[config.mk]
export PLATFORM = sky130hd
export DESIGN_NAME = aes_round_sequencer
export DESIGN_NICKNAME = d
export VERILOG_FILES = /design/src/rtl/aes_round_sequencer.sv
export SDC_FILE = /design/constraint.sdc
export NUM_CORES = 1
export LEC_CHECK = 0
export ABC_AREA = 1
export CORE_AREA = 3 3 206 208
export CTS_CLUSTER_DIAMETER = 80
export DETAILED_ROUTE_END_ITERATION = 10
export DIE_AREA = 0 0 209 211
export PLACE_DENSITY_LB_ADDON = 0.15
export SYNTH_ARGS = -nofsm -noshare
export SYNTH_HDL_FRONTEND = slang
export SYNTH_SLANG_ARGS = --single-unit
[constraint.sdc]
create_clock -name clk -period 10.25 [get_ports clk]
set_input_delay 1.025 -clock clk [delete_from_list [all_inputs] [get_ports clk]]
set_output_delay 1.025 -clock clk [all_outputs]
set_load 0.05 [all_outputs]
[src/rtl/aes_round_sequencer.sv]
// -----------------------------------------------------------------------------
// aes_round_sequencer
//
// Control sequencer for an iterative AES encryption core. Holds the 128-bit
// cipher state and steers an external, purely combinational round datapath
// (sub_bytes / shift_rows / mix_cols / add_round_key) one round per cycle.
// Rounds advance only when the key expander flags the requested round key as
// available.
//
// Block flow: IDLE -> INIT (round 0, key add only) -> ROUND (1..Nr-1, full
// round) -> FINAL (round Nr, no mix_cols) -> OUT (hold ciphertext until taken).
//
// Optional feature (macro AES_SEQ_ABORT_EN):
//   adds input 'abort'. Any non-IDLE state returns to IDLE on the next edge,
//   the state register is cleared and no ciphertext / done is produced.
//   Abort wins over key_valid and out_ready in the same cycle.
//
// Ports:
//   clk, rst        rising-edge clock, asynchronous active-high reset
//   key_size        00=AES-128 (10 rds), 01=AES-192 (12), 10=AES-256 (14),
//                   11=illegal (runs 10 rounds, sets sticky cfg_err)
//   in_valid/ready  plaintext handshake, data_in = plaintext
//   round_in        datapath result computed from state_out
//   key_valid       round key for key_idx available this cycle
//   key_idx         round key index requested from the key expander
//   round_idx       current round number
//   state_out       current state register (datapath operand)
//   *_en            per-step datapath enables
//   out_valid/ready ciphertext handshake, data_out zero while not valid
//   busy            high whenever not IDLE
//   done            one-cycle pulse on the output handshake
//   cfg_err         sticky illegal-key-size flag, cleared only by rst
//   abort           (AES_SEQ_ABORT_EN only) drop the block in flight
// -----------------------------------------------------------------------------
module aes_round_sequencer #(
  parameter int DATA_W     = 128,
  parameter int MAX_ROUNDS = 14,
  parameter int RIDX_W     = 4
) (
  input  logic              clk,
  input  logic              rst,
  input  logic [1:0]        key_size,
  input  logic              in_valid,
  output logic              in_ready,
  input  logic [DATA_W-1:0] data_in,
  input  logic [DATA_W-1:0] round_in,
  input  logic              key_valid,
  output logic [RIDX_W-1:0] key_idx,
  output logic [RIDX_W-1:0] round_idx,
  output logic [DATA_W-1:0] state_out,
  output logic              sub_bytes_en,
  output logic              shift_rows_en,
  output logic              mix_cols_en,
  output logic              add_key_en,
  output logic              out_valid,
  input  logic              out_ready,
  output logic [DATA_W-1:0] data_out,
  output logic              busy,
  output logic              done,
  output logic              cfg_err
`ifdef AES_SEQ_ABORT_EN
  ,
  input  logic              abort
`endif
);

  // Elaboration-time parameter sanity.
  if (DATA_W != 128) begin : g_bad_data_w
    $error("aes_round_sequencer: DATA_W must be 128");
  end
  if (MAX_ROUNDS < 14) begin : g_bad_max_rounds
    $error("aes_round_sequencer: MAX_ROUNDS must cover AES-256 (14)");
  end
  if ((1 << RIDX_W) <= MAX_ROUNDS) begin : g_bad_ridx_w
    $error("aes_round_sequencer: RIDX_W too narrow for MAX_ROUNDS");
  end

  localparam logic [2:0] S_IDLE  = 3'd0;
  localparam logic [2:0] S_INIT  = 3'd1;
  localparam logic [2:0] S_ROUND = 3'd2;
  localparam logic [2:0] S_FINAL = 3'd3;
  localparam logic [2:0] S_OUT   = 3'd4;

  logic [2:0]        fsm;
  logic [DATA_W-1:0] state_reg;
  logic [RIDX_W-1:0] ridx;
  logic [RIDX_W-1:0] ridx_inc;
  logic [RIDX_W-1:0] nr_q;
  logic              cfg_err_q;
  logic              abort_req;

  // Round count for a key size; the illegal code falls back to AES-128 so the
  // block still completes deterministically.
  function automatic logic [RIDX_W-1:0] rounds_for(input logic [1:0] ks);
    case (ks)
      2'b01:   return RIDX_W'(12);
      2'b10:   return RIDX_W'(14);
      default: return RIDX_W'(10);
    endcase
  endfunction

`ifdef AES_SEQ_ABORT_EN
  assign abort_req = abort && (fsm != S_IDLE);
`else
  assign abort_req = 1'b0;
`endif

  assign ridx_inc = ridx + 1'b1;

  always_ff @(posedge clk or posedge rst) begin
    if (rst) begin
      fsm       <= S_IDLE;
      state_reg <= '0;
      ridx      <= '0;
      nr_q      <= RIDX_W'(10);
      cfg_err_q <= 1'b0;
    end else if (abort_req) begin
      fsm       <= S_IDLE;
      state_reg <= '0;
      ridx      <= '0;
    end else begin
      case (fsm)
        S_IDLE: begin
          if (in_valid) begin
            state_reg <= data_in;
            nr_q      <= rounds_for(key_size);
            ridx      <= '0;
            fsm       <= S_INIT;
            if (key_size == 2'b11) cfg_err_q <= 1'b1;
          end
        end
        S_INIT: begin
          if (key_valid) begin
            state_reg <= round_in;
            ridx      <= RIDX_W'(1);
            fsm       <= S_ROUND;
          end
        end
        S_ROUND: begin
          // The last full round hands over to FINAL once the index
          // reaches Nr; round_idx then names the final round.
          if (key_valid) begin
            state_reg <= round_in;
            ridx      <= ridx_inc;
            if (ridx_inc == nr_q) fsm <= S_FINAL;
          end
        end
        S_FINAL: begin
          if (key_valid) begin
            state_reg <= round_in;
            fsm       <= S_OUT;
          end
        end
        S_OUT: begin
          if (out_ready) begin
            ridx <= '0;
            fsm  <= S_IDLE;
          end
        end
        default: fsm <= S_IDLE;
      endcase
    end
  end

  // Datapath steering: enables and key index follow the state directly so the
  // external round logic sees them in the same cycle as state_out.
  always_comb begin
    sub_bytes_en  = 1'b0;
    shift_rows_en = 1'b0;
    mix_cols_en   = 1'b0;
    add_key_en    = 1'b0;
    key_idx       = '0;
    case (fsm)
      S_INIT: begin
        add_key_en = 1'b1;
      end
      S_ROUND: begin
        sub_bytes_en  = 1'b1;
        shift_rows_en = 1'b1;
        mix_cols_en   = 1'b1;
        add_key_en    = 1'b1;
        key_idx       = ridx;
      end
      S_FINAL: begin
        sub_bytes_en  = 1'b1;
        shift_rows_en = 1'b1;
        add_key_en    = 1'b1;
        key_idx       = nr_q;
      end
      default: ;
    endcase
  end

  // in_ready is held low during reset so nothing is taken before release.
  assign in_ready  = (fsm == S_IDLE) && !rst;
  assign busy      = (fsm != S_IDLE);
  assign out_valid = (fsm == S_OUT) && !abort_req;
  assign done      = out_valid && out_ready;
  assign data_out  = out_valid ? state_reg : '0;
  assign state_out = state_reg;
  assign round_idx = ridx;
  assign cfg_err   = cfg_err_q;

  a_ridx_bound: assert property (@(posedge clk) disable iff (rst)
    round_idx <= nr_q);
  a_done_hs: assert property (@(posedge clk) disable iff (rst)
    done |-> (out_valid && out_ready));
  a_round_nonzero: assert property (@(posedge clk) disable iff (rst)
    (fsm == S_ROUND) |-> (round_idx != '0));

endmodule

# --- After elaboration in Yosys (flattened, before gate mapping) ---
# Index checks and enable logic that the tools add are counted.
totals:
  ff_bits: 140
  input_bits: 263
  out_inout_bits: 273
  elab_cells: 56
op_classes:
  n_addsub: 1
  eq_ne: 15
  n_mux: 21
  n_reduce_logical: 14
op_table:
  columns: ["operator", "n"]
  rows:
  - ["$mux 128", 3]
  - ["$pmux 128 s2", 1]
  - ["$mux 3", 6]
  - ["$mux 4", 4]
  - ["$pmux 4 s4", 1]
  - ["$pmux 3 s5", 1]
  - ["$ne 2x2->1 const B", 5]
  - ["$pmux 4 s2", 1]
  - ["$eq 3x2->1 const B", 2]
  - ["$pmux 3 s2", 1]
  - ["$reduce_and 3->1", 2]
  - ["$reduce_and 6->1", 1]
  - ["$reduce_and 5->1", 1]
  - ["$add 4x1->4 const B", 1]
  - ["$eq 2x2->1 const B", 2]
  - ["$eq 4x4->1", 1]
  - ["$ne 2x1->1 const B", 2]
  - ["$reduce_bool 4->1", 1]
  - ["$eq 3x1->1 const B", 1]
  - ["$eq 3x3->1 const B", 1]
  - ["$logic_not 3->1", 1]
  - ["$mux 1", 3]
  - ["$reduce_bool 3->1", 1]
  - ["$reduce_or 3->1", 1]
  - ["other kinds (6)", 7]

# --- Logic depth before layout (Yosys ltp) ---
depth:
  depth_word: 5
  depth_mapped: 10
  depth_no_buf: 10

# --- Worst setup path before layout ---
# Ideal clock, no wire load.
synth_timing:
  path_kind: "flip-flop to output port"
  from: "register fsm[0]"
  to: "output data_out[100]"
  arrival_ps: 2549
  t_required_ps: 9225
  slack_ps: 6676
  stages_incl_launch_ff: 8
  n_path_buf: 2
  path_cell_list: "dfrtp_1 nor2_4 inv_2 nor2_1 inv_1 clkbuf_1 clkbuf_1 nor2_1"
synth_via:
  elab_chain_len: 2
synth_rtl:
  columns: ["item", "line", "rtl"]
  rows:
  - ["start, declared", "84", "logic [2:0] fsm;"]
  - ["start signal, assigned", "112", "fsm <= S_IDLE;"]
  - ["start signal, assigned", "118", "fsm <= S_IDLE;"]
  - ["start signal, assigned", "128", "fsm <= S_INIT;"]
  - ["$eq 3x3->1", "197", "assign out_valid = (fsm == S_OUT) && !abort_req;"]
  - ["via out_valid", "55", "output logic out_valid,"]
  - ["$mux 128", "199", "assign data_out = out_valid ? state_reg : '0;"]
  - ["end, declared", "57", "output logic [DATA_W-1:0] data_out,"]
# The timed path passes the listed nets, and every way through them passes these cells.

# --- Worst setup path after layout ---
layout_timing:
  from: "register fsm[2]"
  to: "output data_out[76]"
layout_via:
  elab_chain_len: 2
layout_rtl:
  columns: ["item", "line"]
  rows:
  - ["$eq 3x3->1", "197"]
  - ["$mux 128", "199"]
# No other way between the ends.

==> summary.txt <==
Logic synthesis
  • Mean Syn Cell Area: 8.06 µm²
  • Count leader, synth: inv_1
  • Leading register cell type out of synthesis: dfrtp_1
  • Ranking of synthesized cells by area: dfrtp_1 (45%), o211ai_1 (13%), or2_2 (11%)
  • Cell Area, Synth: 7600 µm²
  • Syn Inst Count: 943
  • Post-synth EDFFs: 0
  • Synth area leader: dfrtp_1
  • Top post-synthesis cells by count: inv_1 (146), nor2_1 (140), dfrtp_1 (137), o211ai_1 (128), or2_2 (128)
  • Sequential fraction of the synthesis area: 45.5%
  • Register bit total from synthesis: 138
  • Share of flip-flops with an asynchronous set or reset: 100%
  • Post-synth top area share: 45.1%
  • Net Count, Synth: 1209
  • Distinct cells, synth: 25
  • Yosys warnings: 0

Critical path
  • CP max-delay cell: clkdlybuf4s50_1
  • CP dominant cell by count: nor2_1
  • R2R Path Start: fsm[1]
  • Register-to-Register Setup Slack: 6.31 ns
  • CP max stage delay: 0.75 ns
  • Worst Reg-to-Reg Cells: 9
  • CP Launch Point: fsm[2]
  • Setup crit start kind: register
  • Max FO, Critical Path: 67
  • CP arrival: 3.34 ns
  • Crit. End Element: output port
  • Family with the most delay on the worst path: buffers and inverters
  • Crit path kind: reg2out
  • Critical-path cell list: inv_1 -> nor2_1 -> inv_4 -> buf_4 -> nor2_1 -> clkdlybuf4s50_1
  • Reg-to-Reg End: state_out[68]
  • Critical Path RT: 9.23 ns
  • CP bufs+invs: 4

Clock network
  • Worst skew pair latency: 0.44 ns
  • CTS hold repair buffers: 0
  • Post_cts resized: 0
  • Root Buffer: clkbuf_16
  • Total CTS buffers: 17
  • Clock Path Buffers: 2
  • H-tree Lvls: 4
  • Clock Sinks: 138
  • Worst-path clk slew: 0.06 ns
  • CTS tree: done
  • Postcts setup bufs: 0

Route
  • Routed len/inst: 18.6 µm
  • Post-Route WL: 36800 µm
  • Routed Antenna Nets: 0
  • Total number of vias: 8295
  • Vias per cell: 4.19
  • # DRC: 0
  • Initial DRT Pass Iterations: 6
  • Detailed Route Iter0 Violations: 334

Finish
  • Filler instances: 4307
  • Layout cells sized above 1: 12.2%
  • Final #Nets: 1700
  • Area grow syn2layout: 83.5%

STA
  • RSZ-0062 raised after global routing: false
  • Count of final setup violators: 0
  • Final setup TNS: 0 ns
  • Post-layout min period: 4.37 ns
  • Layout Skew: 0.00996 ns
  • Final hold viol count: 0
  • Hold WS: 0.492 ns
  • Slew of the pin with the lowest slew margin: 1.00 ns
  • Fmax: 229 MHz
  • Worst relative slew slack: 33.1%
  • Max-slew violation count: 0
  • Final period util: 42.6%

GRT
  • Total track usage: 16.0%
  • Met1 Track Usage GR: 19.6%
  • Met2 Use GR: 27.0%
  • Total grt overflow: 0
  • Initial antenna violation count: 2
  • Largest net degree at the start of global routing: 97
  • Global-route wire length before repair: 54400 µm
  • Number of global-route vias before repair: 8521
  • Met3 global-route usage: 5.21%
  • Most Crowded Layer GR: met2

Worst hold path
  • Hold/Removal Path Class: reg2reg
  • Min-delay src: cfg_err
  • Hold Path Depth: 1
  • Hold path endpoint: cfg_err

Status
  • Status: finished, final reports clean

Pwr
  • P_sw: 2790 µW
  • Clock Power Share: 12.3%
  • Peak VDD IR: 257 µV
  • Sequential power share: 19.6%
  • Leak: 0.00568 µW
  • Logic pwr share: 68.1%
  • Pwr dens: 366 nW/µm²
  • Net Sw Frac: 54.8%
  • Internal power contribution: 2300 µW

Floorplan
  • Die ar.: 44100 µm²
  • Die X: 209 µm
  • Die H: 211 µm
  • Cell Rows: 74
  • Top Ports: 536
  • Core area: 40700 µm²
  • Starting Density: 18.6%

Placement
  • Global placement routability congestion: 0.798
  • Hpwl dp: 27100 µm
  • Port buffer count: 535

Run
  • Max Cap Violations: 0
[power by group through the flow]
stage	Clock, µW	Sequential (µW)	Combinational [µW]
after floorplan	0	1900	1430
after global placement	0	999	3520
after detailed placement	0	1000	3520
after CTS	657	1000	3530
after global routing	677	1030	3730
final	627	998	3470
[kinds of logic after synthesis]
group           Yosys count  share of synthesized area (%)
simple gates            316                           20.3
compound gates          267                           21.9
buf+inv                 219                           11.8
flops                   138                           45.5
fa+ha+maj                 3                          0.494
[cell usage in the layout, fill, tap and decap left out, drive strengths merged]
cell type      count
clkdlybuf4s50    535
inv              149
nor2             143
dfrtp            137
o21ai            136
or2              128
o211ai           128
nand2             31
clkbuf            20
nand3             12
buf                8
clkinv             6
diode              3
ha                 3
bufinv             2
clkinvlp           2
o22ai              1
a31o               1
nand4              1
nand3b             1
a21oi              1
dfstp              1
[final cells by class]
class                   count  area (µm²)  area share (%)
repair buffers            543        5420            38.8
flip-flops and latches    138        3450            24.8
multi-input cells         586        3260            23.4
well taps                 532         666            4.77
inverters                 148         566            4.06
clock buffers              20         457            3.28
clock inverters            11         121           0.871
diodes                      3        7.51          0.0538
[metal layers]
metal,up-vias,part of all wire (%)
li1,4061,-
met1,3901,41
met2,307,50
met3,26,7.5
met4,0,1.5
met5,-,0
[worst max path at each step]
stage | slack [ns] | cells past startpoint | end
after floorplan | 5.53 | 1 | cfg_err
after global placement | 6.26 | 6 | data_out[112]
after detailed placement | 6.22 | 9 | state_out[68]
after CTS | 5.78 | 6 | data_out[112]
after global routing | 5.61 | 6 | data_out[112]
final | 5.88 | 6 | data_out[76]
[stage by stage]
step	std cells	util [%]	instance area (µm²)	total power, µW	setup slack [ns]
after detailed placement	1947	32.8	13400	4530	6.22
after CTS	1978	34.2	13900	5190	5.78
after floorplan	943	-	7600	3330	5.53
after global placement	1947	32.8	13400	4520	6.26
final	1981	34.2	13900	5100	5.88
after global routing	1980	34.2	13900	5440	5.61
[state kept, by name, indices dropped and copies added, names as in the netlist]
register / cells
state_out: 128
fsm: 3
round_idx: 4
nr_q: 2
cfg_err: 1
Power figures use the tool's default switching activity.
